`src/rtl/sensor_cmd_pkg.sv`:
```
// sensor_cmd_pkg: command codes, status codes, FSM states and status-byte layout
package sensor_cmd_pkg;
  localparam logic [7:0] CMD_READ = 8'h01;
  localparam logic [7:0] CMD_CONT_START = 8'h03;
  localparam logic [7:0] CMD_CONT_STOP = 8'h04;
  typedef enum logic [3:0] {
    ST_OK = 4'd0,
    ST_BAD_CMD = 4'd1,
    ST_BAD_ADDR = 4'd2,
    ST_SENSOR_ERR = 4'd3,
    ST_TIMEOUT = 4'd4
  } status_e;
  typedef enum logic [2:0] {IDLE, GET_ADDR, REQUEST, WAIT_ACK, LOAD, SEND, WAIT_TX} state_e;
  localparam int STAT_OVR_BIT = 7;
  localparam int STAT_CODE_LSB = 0;
  localparam int STAT_CODE_W = 4;
  function automatic logic [7:0] status_byte(input logic ovr, input status_e code);
    logic [7:0] b;
    b = '0;
    b[STAT_OVR_BIT] = ovr;
    b[STAT_CODE_LSB +: STAT_CODE_W] = code;
    return b;
  endfunction
endpackage

```
`src/rtl/sensor_cmd_serializer.sv`:
```
// sensor_cmd_serializer: response shift register and tx_start/tx_done handshake
module sensor_cmd_serializer
  import sensor_cmd_pkg::*;
#(
  parameter int DATA_BYTES = 2
) (
  input  logic                    clock,
  input  logic                    reset,
  input  logic                    load,
  input  logic                    send,
  input  logic                    shift,
  input  logic [7:0]              status,
  input  logic [DATA_BYTES*8-1:0] data,
  input  logic                    tx_busy,
  output logic                    tx_start,
  output logic [7:0]              tx_data,
  output logic                    last
);
  localparam int W = (DATA_BYTES + 1) * 8;
  logic [W-1:0] sr;
  logic [2:0] left;
  always_ff @(posedge clock)
    if (!reset) begin
      sr <= '0;
      left <= '0;
    end else if (load) begin
      sr <= {status, data};
      left <= 3'(DATA_BYTES);
    end else if (shift) begin
      sr <= sr << 8;
      left <= left - 3'd1;
    end
  assign tx_start = send && !tx_busy;
  assign tx_data = sr[W-1 -: 8];
  assign last = left == 3'd0;
endmodule

```
`src/rtl/sensor_command_unit.sv`:
```
// sensor_command_unit: UART command/response engine for sensor channels; SENSOR_CONTINUOUS_EN adds periodic re-reads
module sensor_command_unit
  import sensor_cmd_pkg::*;
#(
  parameter int NUM_CHANNELS = 8,
  parameter int DATA_BYTES = 2,
  parameter int BYTE_TIMEOUT = 1_000_000,
  parameter int ACK_TIMEOUT = 2_000_000,
  parameter int REPEAT_CYCLES = 5_000_000
) (
  input  logic                                 clock,
  input  logic                                 reset,
  input  logic                                 rx_valid,
  input  logic [7:0]                           rx_data,
  output logic                                 tx_start,
  output logic [7:0]                           tx_data,
  input  logic                                 tx_busy,
  input  logic                                 tx_done,
  output logic [NUM_CHANNELS-1:0]              sensor_request,
  input  logic [NUM_CHANNELS-1:0]              sensor_ack,
  input  logic [NUM_CHANNELS-1:0]              sensor_error,
  input  logic [NUM_CHANNELS*DATA_BYTES*8-1:0] sensor_data,
  output logic [7:0]                           display_value,
  output logic                                 busy
);
`ifdef SENSOR_CONTINUOUS_EN
  localparam bit CONT = 1'b1;
`else
  localparam bit CONT = 1'b0;
`endif
  localparam int DW = DATA_BYTES * 8;
  localparam int CW = NUM_CHANNELS > 1 ? $clog2(NUM_CHANNELS) : 1;
  localparam int L0 = BYTE_TIMEOUT > ACK_TIMEOUT ? BYTE_TIMEOUT : ACK_TIMEOUT;
  localparam int LMAX = CONT && REPEAT_CYCLES > L0 ? REPEAT_CYCLES : L0;
  localparam int TW = $clog2(LMAX + 1);
  state_e state, state_nx;
  status_e code;
  logic [7:0] cmd;
  logic [CW-1:0] ch, rpt_ch;
  logic [DW-1:0] rdata, rd_slice;
  logic [TW-1:0] tmr;
  logic overrun, last, cmd_ok, addr_ok, ack, timeout, byte_to, repeat_due;
  assign rd_slice = sensor_data[ch*DW +: DW];
  assign ack = sensor_ack[ch];
  assign cmd_ok = cmd == CMD_READ || (CONT && (cmd == CMD_CONT_START || cmd == CMD_CONT_STOP));
  assign addr_ok = rx_data < 8'(NUM_CHANNELS);
  assign timeout = tmr == TW'(ACK_TIMEOUT - 1);
  assign byte_to = tmr == TW'(BYTE_TIMEOUT - 1);
  assign busy = state != IDLE;
`ifdef SENSOR_CONTINUOUS_EN
  logic cont;
  // The shared timer free-runs from IDLE entry and doubles as the repeat period.
  assign repeat_due = cont && tmr == TW'(REPEAT_CYCLES - 1);
  always_ff @(posedge clock)
    if (!reset) begin
      cont <= 1'b0;
      rpt_ch <= '0;
    end else if (state == GET_ADDR && rx_valid && addr_ok && cmd == CMD_CONT_START) begin
      cont <= 1'b1;
      rpt_ch <= rx_data[CW-1:0];
    end else if (state == GET_ADDR && rx_valid && addr_ok && cmd == CMD_CONT_STOP) begin
      cont <= 1'b0;
    end
`else
  assign repeat_due = 1'b0;
  assign rpt_ch = '0;
`endif
  always_comb begin
    state_nx = state;
    case (state)
      IDLE:     state_nx = rx_valid ? GET_ADDR : repeat_due ? REQUEST : IDLE;
      GET_ADDR: state_nx = rx_valid ? (cmd_ok && addr_ok && cmd != CMD_CONT_STOP ? REQUEST : LOAD)
                                    : byte_to ? IDLE : GET_ADDR;
      REQUEST:  state_nx = WAIT_ACK;
      WAIT_ACK: state_nx = ack || timeout ? LOAD : WAIT_ACK;
      LOAD:     state_nx = SEND;
      SEND:     state_nx = tx_start ? WAIT_TX : SEND;
      WAIT_TX:  state_nx = tx_done ? (last ? IDLE : SEND) : WAIT_TX;
      default:  state_nx = IDLE;
    endcase
  end
  always_ff @(posedge clock)
    if (!reset) begin
      state <= IDLE;
      tmr <= '0;
      cmd <= '0;
      ch <= '0;
      code <= ST_OK;
      rdata <= '0;
      overrun <= 1'b0;
      display_value <= '0;
      sensor_request <= '0;
    end else begin
      state <= state_nx;
      tmr <= state_nx != state ? '0 : tmr + 1'b1;
      sensor_request <= state_nx == WAIT_ACK ? NUM_CHANNELS'(1) << ch : '0;
      overrun <= (overrun && state != LOAD) || (rx_valid && state != IDLE && state != GET_ADDR);
      if (state == IDLE && rx_valid) cmd <= rx_data;
      if (state == IDLE && !rx_valid && repeat_due) ch <= rpt_ch;
      if (state == GET_ADDR && rx_valid) begin
        ch <= rx_data[CW-1:0];
        rdata <= '0;
        code <= !cmd_ok ? ST_BAD_CMD : !addr_ok ? ST_BAD_ADDR : ST_OK;
      end
      if (state == WAIT_ACK && (ack || timeout)) begin
        rdata <= ack && !sensor_error[ch] ? rd_slice : '0;
        code <= !ack ? ST_TIMEOUT : sensor_error[ch] ? ST_SENSOR_ERR : ST_OK;
        if (ack && !sensor_error[ch]) display_value <= rd_slice[7:0];
      end
    end
  sensor_cmd_serializer #(.DATA_BYTES(DATA_BYTES)) u_ser (
    .clock    (clock),
    .reset    (reset),
    .load     (state == LOAD),
    .send     (state == SEND),
    .shift    (state == WAIT_TX && tx_done),
    .status   (status_byte(overrun, code)),
    .data     (rdata),
    .tx_busy  (tx_busy),
    .tx_start (tx_start),
    .tx_data  (tx_data),
    .last     (last)
  );
endmodule

```
`config.mk`:
```
export PLATFORM = sky130hd
export DESIGN_NAME = sensor_command_unit
export DESIGN_NICKNAME = d
export VERILOG_FILES = /design/src/rtl/sensor_cmd_pkg.sv /design/src/rtl/sensor_cmd_serializer.sv /design/src/rtl/sensor_command_unit.sv
export SDC_FILE = /design/constraint.sdc
export NUM_CORES = 1
export LEC_CHECK = 0
export BUFFER_PORTS_ARGS = -buffer_cell sky130_fd_sc_hd__clkbuf_2
export CORE_MARGIN = 1
export CORE_UTILIZATION = 41
export DETAILED_ROUTE_END_ITERATION = 16
export HOLD_SLACK_MARGIN = 0.15
export PLACE_DENSITY = 0.77
export RECOVER_POWER = 25
export SETUP_SLACK_MARGIN = 0.5
export SYNTH_ARGS = -nofsm -noshare
export SYNTH_HDL_FRONTEND = slang
export SYNTH_SLANG_ARGS = --single-unit
```
`constraint.sdc`:
```
create_clock -name clock -period 6.8 [get_ports clock]
set_clock_uncertainty 0.2 [all_clocks]
set_input_delay 0.34 -clock clock [delete_from_list [all_inputs] [get_ports clock]]
set_output_delay 0.34 -clock clock [all_outputs]
set_load 0.03 [all_outputs]
```
==> run summary, run 1 <==
Die Height -> 112.4 um
Worst setup SP type -> flop
Worst setup path startpoint -> ch[0]
Die X -> 112.4 um
Final setup fails -> 0
Most frequent cells in the layout -> 157 x clkbuf_2, 96 x dfxtp_1, 64 x nand2_1
Final period util -> 0.4685
Initial Util -> 0.4288
Peak VDD IR -> 123.1 uV
DR iter-0 viols -> 307
H-tree Lvls -> 3
Routed length per instance -> 16.57 um
Post-synthesis cell type count -> 58
DR vias/cell -> 5.574
Hold Startpoint -> rx_valid
CP max FO -> 42
Fillers -> 1029
Drt total wl -> 13600 um
Max-Cap Viols -> 0
Post-CTS resize count -> 0
Synth Net Count -> 669
IO Port Bufs -> 182
Clk_lat worst skew -> 0.34 ns
Worst path max stage delay -> 0.62 ns
Max clock buf depth -> 2
Worst Hold Class -> in -> reg
Sequential area share after synthesis -> 0.3923
Synth Instances -> 509
Final weighted congestion of routability-driven global placement -> 0.8656
Avg Synthesized Cell Area -> 9.825 sq um
Worst Path Arrival -> 3.27 ns
R2r setup slk -> 3.61 ns
CP max stage cell -> nand4_1
Vias in the first global route -> 4599
DR vias -> 4576
Synth-to-Final Area Change -> 24.94%
Yosys reg bits -> 98
I/O Pins -> 183
Final nets -> 832
# DRC -> 0
CTS tree -> yes
Main synth FF type -> dfxtp_1
Hpwl dp -> 10530 um
Total GRT Usage -> 0.2170
WHS Path Cells -> 3
Largest net degree at the start of global routing -> 43
Slew of the pin with the lowest slew margin -> 1.019 ns
Final core utilization -> 0.5358
Ys Warns -> 0
Unrepaired setup endpoints after global routing -> no
CTS Buf Count -> 9
EDFF count, synth -> 0
Min cycle time layout -> 3.186 ns
Fmax -> 313.9 MHz
Total global routing overflow -> 0
Root Driver -> clkbuf_16
Leakage -> 2.569 nW
First-pass GRT wire length -> 21790 um
Worst R2R Start -> ch[0]
Status -> finished clean
Num Clock Sinks -> 98
Worst Path Required -> 6.89 ns
Commonest non-fill, non-tap cell in the layout -> clkbuf_2
Worst-path clk slew -> 0.07 ns
Synthesized area -> 5001 sq um
Final Hold Vio Count -> 0
Ordered cell list for the critical path -> buf_4, mux4_2, mux2i_1, nand4_1, a21oi_1, a21o_1
Max-slew violations -> 0
Fraction of layout cells with a size suffix above 1 -> 0.3323
Nature of the critical path endpoint -> flop
PD cells -> 201.0 nW/um^2
Antenna Nets Post-Route -> 0
Rel. slew slack -> 0.3162
Async SR Flop Fraction -> 0
Pre-antenna DRT Iters -> 5
Row Count -> 39
Die ar. -> 12640 sq um
Initial antenna violation count -> 1
Critical path type -> reg -> reg
R2R depth -> 6
Core Area -> 11660 sq um
Setup tns final -> 0 ns
-- synthesized netlist by cell type, types with 2 or more instances --
cell type | n | area (sq um)
a211oi_1 | 5 | 37.54
a21o_1 | 17 | 127.6
a21oi_1 | 35 | 175.2
a221oi_1 | 2 | 17.52
a22oi_1 | 21 | 157.7
and3_1 | 7 | 43.79
and4_1 | 3 | 26.28
buf_2 | 9 | 45.04
buf_4 | 8 | 60.06
clkbuf_1 | 23 | 86.33
dfxtp_1 | 98 | 1962
ha_1 | 3 | 37.54
inv_1 | 11 | 41.29
mux2i_1 | 12 | 120.1
mux4_2 | 36 | 810.8
nand2_1 | 64 | 240.2
nand2b_1 | 7 | 43.79
nand3_1 | 9 | 45.04
nand4_1 | 6 | 37.54
nor2_1 | 44 | 165.2
nor2b_1 | 4 | 25.02
nor3_1 | 12 | 60.06
nor4_1 | 4 | 25.02
nor4b_1 | 3 | 26.28
nor4bb_1 | 2 | 20.02
o2111ai_1 | 2 | 17.52
o211ai_1 | 2 | 15.01
o21a_1 | 2 | 15.01
o21ai_0 | 4 | 20.02
o2bb2ai_1 | 8 | 70.07
xnor2_1 | 13 | 113.9
xor2_1 | 7 | 61.31
-- power breakdown --
group / switching [mW] / total (mW) / internal [mW]
logic: 0.0847 / 0.176 / 0.0916
registers: 0.0136 / 0.597 / 0.583
clock network: 0.229 / 0.483 / 0.255
-- per-layer routing --
metal  vias up  routed length, um  GRT usage
met1      2202               5624     0.2571
li1       2194                  -          -
met2       160               7106     0.3930
met3        20                567    0.03024
met4         0                303    0.09244
met5         -                  0          0
-- state kept, by name, summed over array words and instances, names as in the netlist --
signal	count
rdata	16
overrun	1
tmr	21
display_value	8
u_ser.left	3
ch	3
state	3
sensor_request	8
cmd	8
code	3
u_ser.sr	24
-- worst paths after layout --
path | end
worst min-delay path | overrun
worst max-delay path | display_value[1]
worst min register to register | u_ser.sr[10]
worst max register to register | display_value[1]
-- logic make-up after synthesis --
| family | count (synthesis) | synth area share |
|---|---|---|
| flip-flops | 98 | 0.3923 |
| multiplexers | 49 | 0.1884 |
| adder cells (fa/ha/maj) | 3 | 0.007506 |
| AO/OA/AOI/OAI | 112 | 0.1611 |
| AND/OR/NAND/NOR | 173 | 0.1654 |
| XOR/XNOR | 20 | 0.03503 |
| buffers and inverters | 54 | 0.05029 |
-- layout make-up --
class / count / area, sq um / share of cell area
multi-input cells: 357 / 2788 / 0.4461
flip-flops and latches: 98 / 1964 / 0.3144
repair buffers: 193 / 982.2 / 0.1572
clock buffers: 9 / 225.2 / 0.03604
well taps: 143 / 178.9 / 0.02863
clock inverters: 7 / 58.81 / 0.009411
inverters: 13 / 48.80 / 0.007809
diodes: 1 / 2.502 / 0.0004005
-- critical path: cells and delay by family (launching register included) --
| family | cells | cell delay [ns] |
|---|---|---|
| buf+inv | 1 | 0.54 |
| mux | 2 | 0.87 |
| flops | 1 | 0.31 |
| compound gates | 2 | 0.56 |
| simple gates | 1 | 0.62 |
-- stage by stage --
step	setup slack [ns]	hold slack (ns)	power [mW]	area [sq um]	std cells
floorplan	4.286	0.2260	0.7140	5001	509
global placement	3.780	0.2356	0.7762	5913	796
detailed placement	3.564	0.2444	0.7825	5913	796
CTS	3.537	0.1603	1.262	6277	820
global route	3.299	0.1915	1.301	6248	821
finish	3.614	0.1897	1.256	6248	821
-- repair_timing --
item	in CTS	in global routing
hold buffers	8	0
buffers inserted	0	0
hold endpoints to repair	11	0
(Power assumes the default switching activity.)
==> run 2, diff against run 1 <==
- clock period: 6.8 -> 3.2 ns (I/O delays scaled with it)
==> run summary, run 2 (synthesized netlist as in run 1, its figures left out) <==
Status -> finished with violations (was finished clean)
Worst Path Required -> 3.20 ns (was 6.89 ns)
Final nets -> 867 (was 832)
Final period util -> 0.7862 (was 0.4685)
Total GRT Usage -> 0.2292 (was 0.2170)
Total global routing overflow -> 0 (unchanged)
Die Height -> 112.4 um (unchanged)
Clk_lat worst skew -> 0.34 ns (about the same)
Nature of the critical path endpoint -> flop (unchanged)
Worst Hold Class -> in -> reg (unchanged)
Largest net degree at the start of global routing -> 36 (was 43)
Sequential cell area -> 1964 sq um (unchanged)
R2r setup slk -> 0.68 ns (was 3.61 ns)
Routed length per instance -> 16.90 um (was 16.57 um)
I/O Pins -> 183 (unchanged)
DR vias -> 4803 (was 4576)
Violated checks -> capacitance limit, slew limit
Vias in the first global route -> 4865 (was 4599)
DR vias/cell -> 5.598 (was 5.574)
Most flops, register -> u_ser.sr (unchanged)
Initial antenna violation count -> 3 (was 1)
Final weighted congestion of routability-driven global placement -> 0.8618 (was 0.8656)
Drt total wl -> 14500 um (was 13600 um)
Worst path max stage delay -> 0.66 ns (was 0.62 ns)
Placed cell count -> 801 (was 796)
Final Worst Setup Slack -> 0.6842 ns (was 3.614 ns)
H-tree Lvls -> 3 (unchanged)
Combinational power share -> 0.151 (was 0.140)
WP buf/inv -> 0 (was 1)
CTS tree -> yes (unchanged)
CP most frequent cell -> and4_1
Critical path type -> reg -> reg (unchanged)
Final setup fails -> 0 (unchanged)
Commonest non-fill, non-tap cell in the layout -> clkbuf_2 (unchanged)
Pre-antenna DRT Iters -> 5 (unchanged)
Pre-CTS setup slack -> 0.4675 ns (was 3.564 ns)
Worst setup SP type -> flop (unchanged)
CP max FO -> 9 (was 42)
Sw Ratio -> 0.2696 (was 0.2603)
Fmax -> 397.5 MHz (was 313.9 MHz)
Peak VDD IR -> 280.2 uV (was 123.1 uV)
Synth-to-Final Area Change -> 31.97% (was 24.94%)
Largest regs -> u_ser.sr x24, tmr x21, rdata x16 (unchanged)
Max reg flops -> 24 (unchanged)
Core Area -> 11660 sq um (unchanged)
Slew of the pin with the lowest slew margin -> 1.537 ns (was 1.019 ns)
Die ar. -> 12640 sq um (unchanged)
Hpwl dp -> 10440 um (was 10530 um)
R2R depth -> 6 (unchanged)
Fraction of layout cells with a size suffix above 1 -> 0.3258 (was 0.3323)
# DRC -> 0 (unchanged)
Rel. slew slack -> -0.02459 (was 0.3162)
Ordered cell list for the critical path -> ha_1, and4_1, and4_1, a21oi_1, o31ai_2, nor3_1 (was buf_4, mux4_2, mux2i_1, nand4_1, a21oi_1, a21o_1)
P_sw -> 0.7435 mW (was 0.3269 mW)
Fin Hold WS -> 0.1534 ns (was 0.1897 ns)
Root Driver -> clkbuf_16 (unchanged)
Initial Util -> 0.4288 (unchanged)
Die X -> 112.4 um (unchanged)
Max-slew violations -> 36 (was 0)
Multi-input logic area -> 2788 sq um (unchanged)
Final Hold Vio Count -> 0 (unchanged)
Max clock buf depth -> 2 (unchanged)
Critical path depth -> 6 (unchanged)
Min cycle time layout -> 2.516 ns (was 3.186 ns)
DR iter-0 viols -> 376 (was 307)
Worst Path Arrival -> 2.51 ns (was 3.27 ns)
First-pass GRT wire length -> 22990 um (was 21790 um)
Clock network power share -> 0.391 (was 0.385)
Unrepaired setup endpoints after global routing -> no (unchanged)
Fillers -> 941 (was 1029)
Antenna Nets Post-Route -> 0 (unchanged)
Row Count -> 39 (unchanged)
Worst R2R Start -> tmr[0] (was ch[0])
PD cells -> 417.9 nW/um^2 (was 201.0 nW/um^2)
Worst R2R End -> sensor_request[6] (was display_value[1])
Setup tns final -> 0 ns (unchanged)
CTS Buf Count -> 9 (unchanged)
Worst-path clk slew -> 0.08 ns (was 0.07 ns)
IO Port Bufs -> 182 (unchanged)
Post-route cell area -> 6600 sq um (was 6248 sq um)
Worst setup path startpoint -> tmr[0] (was ch[0])
Reg power frac -> 0.458 (was 0.475)
Leakage -> 2.722 nW (was 2.569 nW)
Critical path capture point -> sensor_request[6] (was display_value[1])
Area post-placement -> 5951 sq um (was 5913 sq um)
Top Family by Delay on Critical Path -> compound AO/OA/AOI/OAI gates (was multiplexers)
Most frequent cells in the layout -> 157 x clkbuf_2, 96 x dfxtp_1, 64 x nand2_1 (unchanged)
Post-Layout Cell Count -> 858 (was 821)
Num Clock Sinks -> 98 (unchanged)
CP max stage cell -> o31ai_2 (was nand4_1)
Post-CTS resize count -> 0 (unchanged)
Internal Pwr Total -> 2.014 mW (was 0.9293 mW)
Max-Cap Viols -> 1 (was 0)
## run 2: changes by cell type in the layout (fill, tap and decap cells not counted), sizes merged
cell / delta
buf: +7
clkbuf: +1
clkinv: +2
clkinvlp: -1
diode: +2
dlygate4sd3: +27
inv: -1
## run 2: final cells by class
class / instances / share of cell area
multi-input cells: 357 / 0.4224
flip-flops and latches: 98 / 0.2976
repair buffers: 228 / 0.1983
clock buffers: 9 / 0.03412
well taps: 143 / 0.02711
clock inverters: 7 / 0.01194
inverters: 13 / 0.007393
diodes: 3 / 0.001137
## run 2: worst min-delay path, cell delays in order
cell       delay, ns
clkbuf_2        0.07
mux4_2          0.21
mux2i_1         0.09
o2bb2ai_1       0.13
## run 2: per-stage QoR
stage	utilization	total power [mW]
after floorplan	-	1.517
after global placement	0.5102	1.655
after detailed placement	0.5102	1.664
after CTS	0.5676	2.764
after global routing	0.5659	2.860
final	0.5659	2.758
## run 2: layer usage
layer / global-route usage / wire length (um)
met5: 0 / 0
met4: 0.1138 / 580
met3: 0.04158 / 724
met2: 0.4133 / 7359
met1: 0.2606 / 5840
## run 2: worst min path at each step
| stage | start | end | depth (start not counted) |
|---|---|---|---|
| 6_report | sensor_data[12] | rdata[12] | 4 |
| 3_5_place_dp | rx_data[3] | cmd[3] | 3 |
| 3_3_place_gp | rx_data[6] | cmd[6] | 3 |
| 2_1_floorplan | rx_data[0] | cmd[0] | 2 |
| 4_1_cts | sensor_data[30] | rdata[14] | 4 |
| 5_1_grt | sensor_data[44] | rdata[12] | 4 |
## run 2: power by group through the flow
stage | Sequential, mW | Clock, mW | Combinational, mW
4_1_cts | 1.26 | 1.09 | 0.408
5_1_grt | 1.27 | 1.14 | 0.449
2_1_floorplan | 1.27 | 0 | 0.242
3_5_place_dp | 1.29 | 0 | 0.372
3_3_place_gp | 1.29 | 0 | 0.365
6_report | 1.26 | 1.08 | 0.415
## run 2: timing repair
item | 4_1_cts | 5_1_grt
hold buffers | 35 | 0
buffers inserted | 2 | 1
endpoints found under the setup margin | 7 | 11
pin swaps | 1 | 1
hold endpoints to repair | 21 | 0
==> run 3, diff against run 2 <==
- PLACE_DENSITY: 0.77 -> 0.8
- clock period: 3.2 -> 2.1 ns (I/O delays scaled with it)
==> run summary, run 3 (synthesized netlist as in run 1, its figures left out) <==
Final period util -> 1.192 (was 0.7862)
Most flops, register -> u_ser.sr (unchanged)
Drt total wl -> 23150 um (was 14500 um)
Fraction of layout cells with a size suffix above 1 -> 0.4895 (was 0.3258)
Final Worst Setup Slack -> -0.4026 ns (was 0.6842 ns)
Top Family by Delay on Critical Path -> multiplexers (was compound AO/OA/AOI/OAI gates)
PD cells -> 577.6 nW/um^2 (was 417.9 nW/um^2)
I/O Pins -> 183 (unchanged)
Fin Hold WS -> 0.1616 ns (was 0.1534 ns)
# DRC -> 0 (unchanged)
Die ar. -> 12640 sq um (unchanged)
Post-route cell area -> 8222 sq um (was 6600 sq um)
Pre-CTS setup slack -> -0.2280 ns (was 0.4675 ns)
Internal Pwr Total -> 3.373 mW (was 2.014 mW)
Unrepaired setup endpoints after global routing -> yes (was no)
Worst Hold Class -> in -> reg (unchanged)
Max-Cap Viols -> 0 (was 1)
Worst Path Required -> 2.14 ns (was 3.20 ns)
Fillers -> 672 (was 941)
DR vias/cell -> 6.370 (was 5.598)
R2R depth -> 7 (was 6)
Area post-placement -> 6314 sq um (was 5951 sq um)
Max clock buf depth -> 2 (unchanged)
Worst setup SP type -> flop (unchanged)
Initial antenna violation count -> 2 (was 3)
Row Count -> 39 (unchanged)
Critical path depth -> 7 (was 6)
Pre-antenna DRT Iters -> 7 (was 5)
Critical path type -> reg -> reg (unchanged)
P_sw -> 1.376 mW (was 0.7435 mW)
WHS Path Cells -> 5 (was 4)
H-tree Lvls -> 3 (unchanged)
Final nets -> 964 (was 867)
Min cycle time layout -> 2.503 ns (was 2.516 ns)
Final setup fails -> 57 (was 0)
Sequential cell area -> 1972 sq um (was 1964 sq um)
Leakage -> 3.365 nW (was 2.722 nW)
Vias in the first global route -> 6230 (was 4865)
Commonest non-fill, non-tap cell in the layout -> clkbuf_2 (unchanged)
CTS Buf Count -> 9 (unchanged)
Post-Layout Cell Count -> 955 (was 858)
Violated checks -> setup timing (was capacitance limit, slew limit)
Largest net degree at the start of global routing -> 39 (was 36)
Multi-input logic area -> 3367 sq um (was 2788 sq um)
Peak VDD IR -> 630.6 uV (was 280.2 uV)
DR iter-0 viols -> 676 (was 376)
Antenna Nets Post-Route -> 0 (unchanged)
Die X -> 112.4 um (unchanged)
CP max stage cell -> mux4_2 (was o31ai_2)
Reg power frac -> 0.403 (was 0.458)
Combinational power share -> 0.214 (was 0.151)
Die Height -> 112.4 um (unchanged)
Nature of the critical path endpoint -> flop (unchanged)
Ordered cell list for the critical path -> buf_4, mux4_2, mux2i_2, nand4_1, buf_12, buf_4, o2bb2ai_2 (was ha_1, and4_1, and4_1, a21oi_1, o31ai_2, nor3_1)
Status -> finished with violations (unchanged)
Total power -> 4.749 mW (was 2.758 mW)
Hpwl dp -> 10950 um (was 10440 um)
Core Area -> 11660 sq um (unchanged)
CP most frequent cell -> buf_4 (was and4_1)
Max reg flops -> 24 (unchanged)
Routed length per instance -> 24.24 um (was 16.90 um)
Worst-path clk slew -> 0.09 ns (was 0.08 ns)
CP max FO -> 11 (was 9)
IO Port Bufs -> 182 (unchanged)
Clock network power share -> 0.383 (was 0.391)
Rel. slew slack -> 0.6522 (was -0.02459)
Clk_lat worst skew -> 0.36 ns (was 0.34 ns)
Most frequent cells in the layout -> 164 x clkbuf_2, 92 x dfxtp_1, 74 x dlygate4sd3_1 (was 157 x clkbuf_2, 96 x dfxtp_1, 64 x nand2_1)
Final weighted congestion of routability-driven global placement -> 0.8285 (was 0.8618)
Total GRT Usage -> 0.3234 (was 0.2292)
Largest regs -> u_ser.sr x24, tmr x21, rdata x16 (unchanged)
CTS tree -> yes (unchanged)
DR vias -> 6083 (was 4803)
First-pass GRT wire length -> 31570 um (was 22990 um)
Max-slew violations -> 0 (was 36)
Worst Path Arrival -> 2.54 ns (was 2.51 ns)
Initial Util -> 0.4288 (unchanged)
WP buf/inv -> 3 (was 0)
Final Hold Vio Count -> 0 (unchanged)
Sw Ratio -> 0.2897 (was 0.2696)
Root Driver -> clkbuf_16 (unchanged)
R2r setup slk -> -0.40 ns (was 0.68 ns)
Fmax -> 399.6 MHz (was 397.5 MHz)
Slew of the pin with the lowest slew margin -> 0.5183 ns (was 1.537 ns)
Total global routing overflow -> 0 (unchanged)
Num Clock Sinks -> 98 (unchanged)
Synth-to-Final Area Change -> 64.40% (was 31.97%)
Worst path max stage delay -> 0.52 ns (was 0.66 ns)
Placed cell count -> 842 (was 801)
[run 3: cell types whose count changed in the layout (fill, tap and decap cells not counted), moves of 10 or more]
cell,before,now
a21oi_2,0,14
buf_4,10,40
dlygate4sd3_1,35,74
clkbuf_1,26,16
a22oi_1,21,2
a22oi_2,0,19
a21oi_1,35,14
nor2_1,44,34
nand2_1,64,51
buf_6,0,16
[run 3: power by group through the flow]
stage / clock network [mW] / logic (mW) / registers [mW]
floorplan: 0 / 0.381 / 1.94
global placement: 0 / 0.625 / 1.95
detailed placement: 0 / 0.643 / 1.95
CTS: 1.76 / 0.860 / 1.91
global route: 1.90 / 1.06 / 1.92
finish: 1.82 / 1.02 / 1.91
[run 3: worst min-delay path: stages]
cell and delay (ns):
clkbuf_2 0.11, nor4bb_4 0.18, buf_4 0.14, nand2_1 0.08, a21oi_2 0.05
[run 3: final cells by class]
type,instances,area share
multi-input combinational,358,0.4095
timing repair buffer,324,0.2837
sequential,98,0.2398
clock buffer,9,0.02739
tap,143,0.02176
clock inverter,7,0.01096
inverter,13,0.005935
antenna,3,0.0009131
[run 3: per-stage QoR]
step	TNS, ns	utilization
global route	-12.90	0.7048
floorplan	-0.3492	-
global placement	-0.6170	0.5414
finish	-10.21	0.7050
CTS	-3.040	0.6788
detailed placement	-5.587	0.5414
[run 3: path summary, 6_finish.rpt]
check                    start            to
hold / removal        rx_valid         ch[1]
setup reg to reg         ch[0]     rdata[12]
setup / recovery         ch[0]     rdata[12]
hold reg to reg   u_ser.sr[16]  u_ser.sr[16]
[run 3: routing by layer]
layer  share of wire  global-route usage  wire [um]  up-vias
met4           0.089              0.2498       2062        0
met2            0.50              0.5888      11500      550
met5               0                   0          0        -
met1            0.32              0.3225       7507     2863
met3           0.090             0.06803       2078      200
li1                -                   -          -     2470
[run 3: repair_timing]
| item | 4_1_cts | 5_1_grt |
|---|---|---|
| setup endpoints to repair | 97 | 96 |
| endpoints found under the hold margin | 34 | 0 |
| setup buffers | 8 | 5 |
| hold buffers | 75 | 0 |
| pin swaps | 32 | 8 |
| resized for setup | 104 | 59 |
| cloned | 4 | 2 |
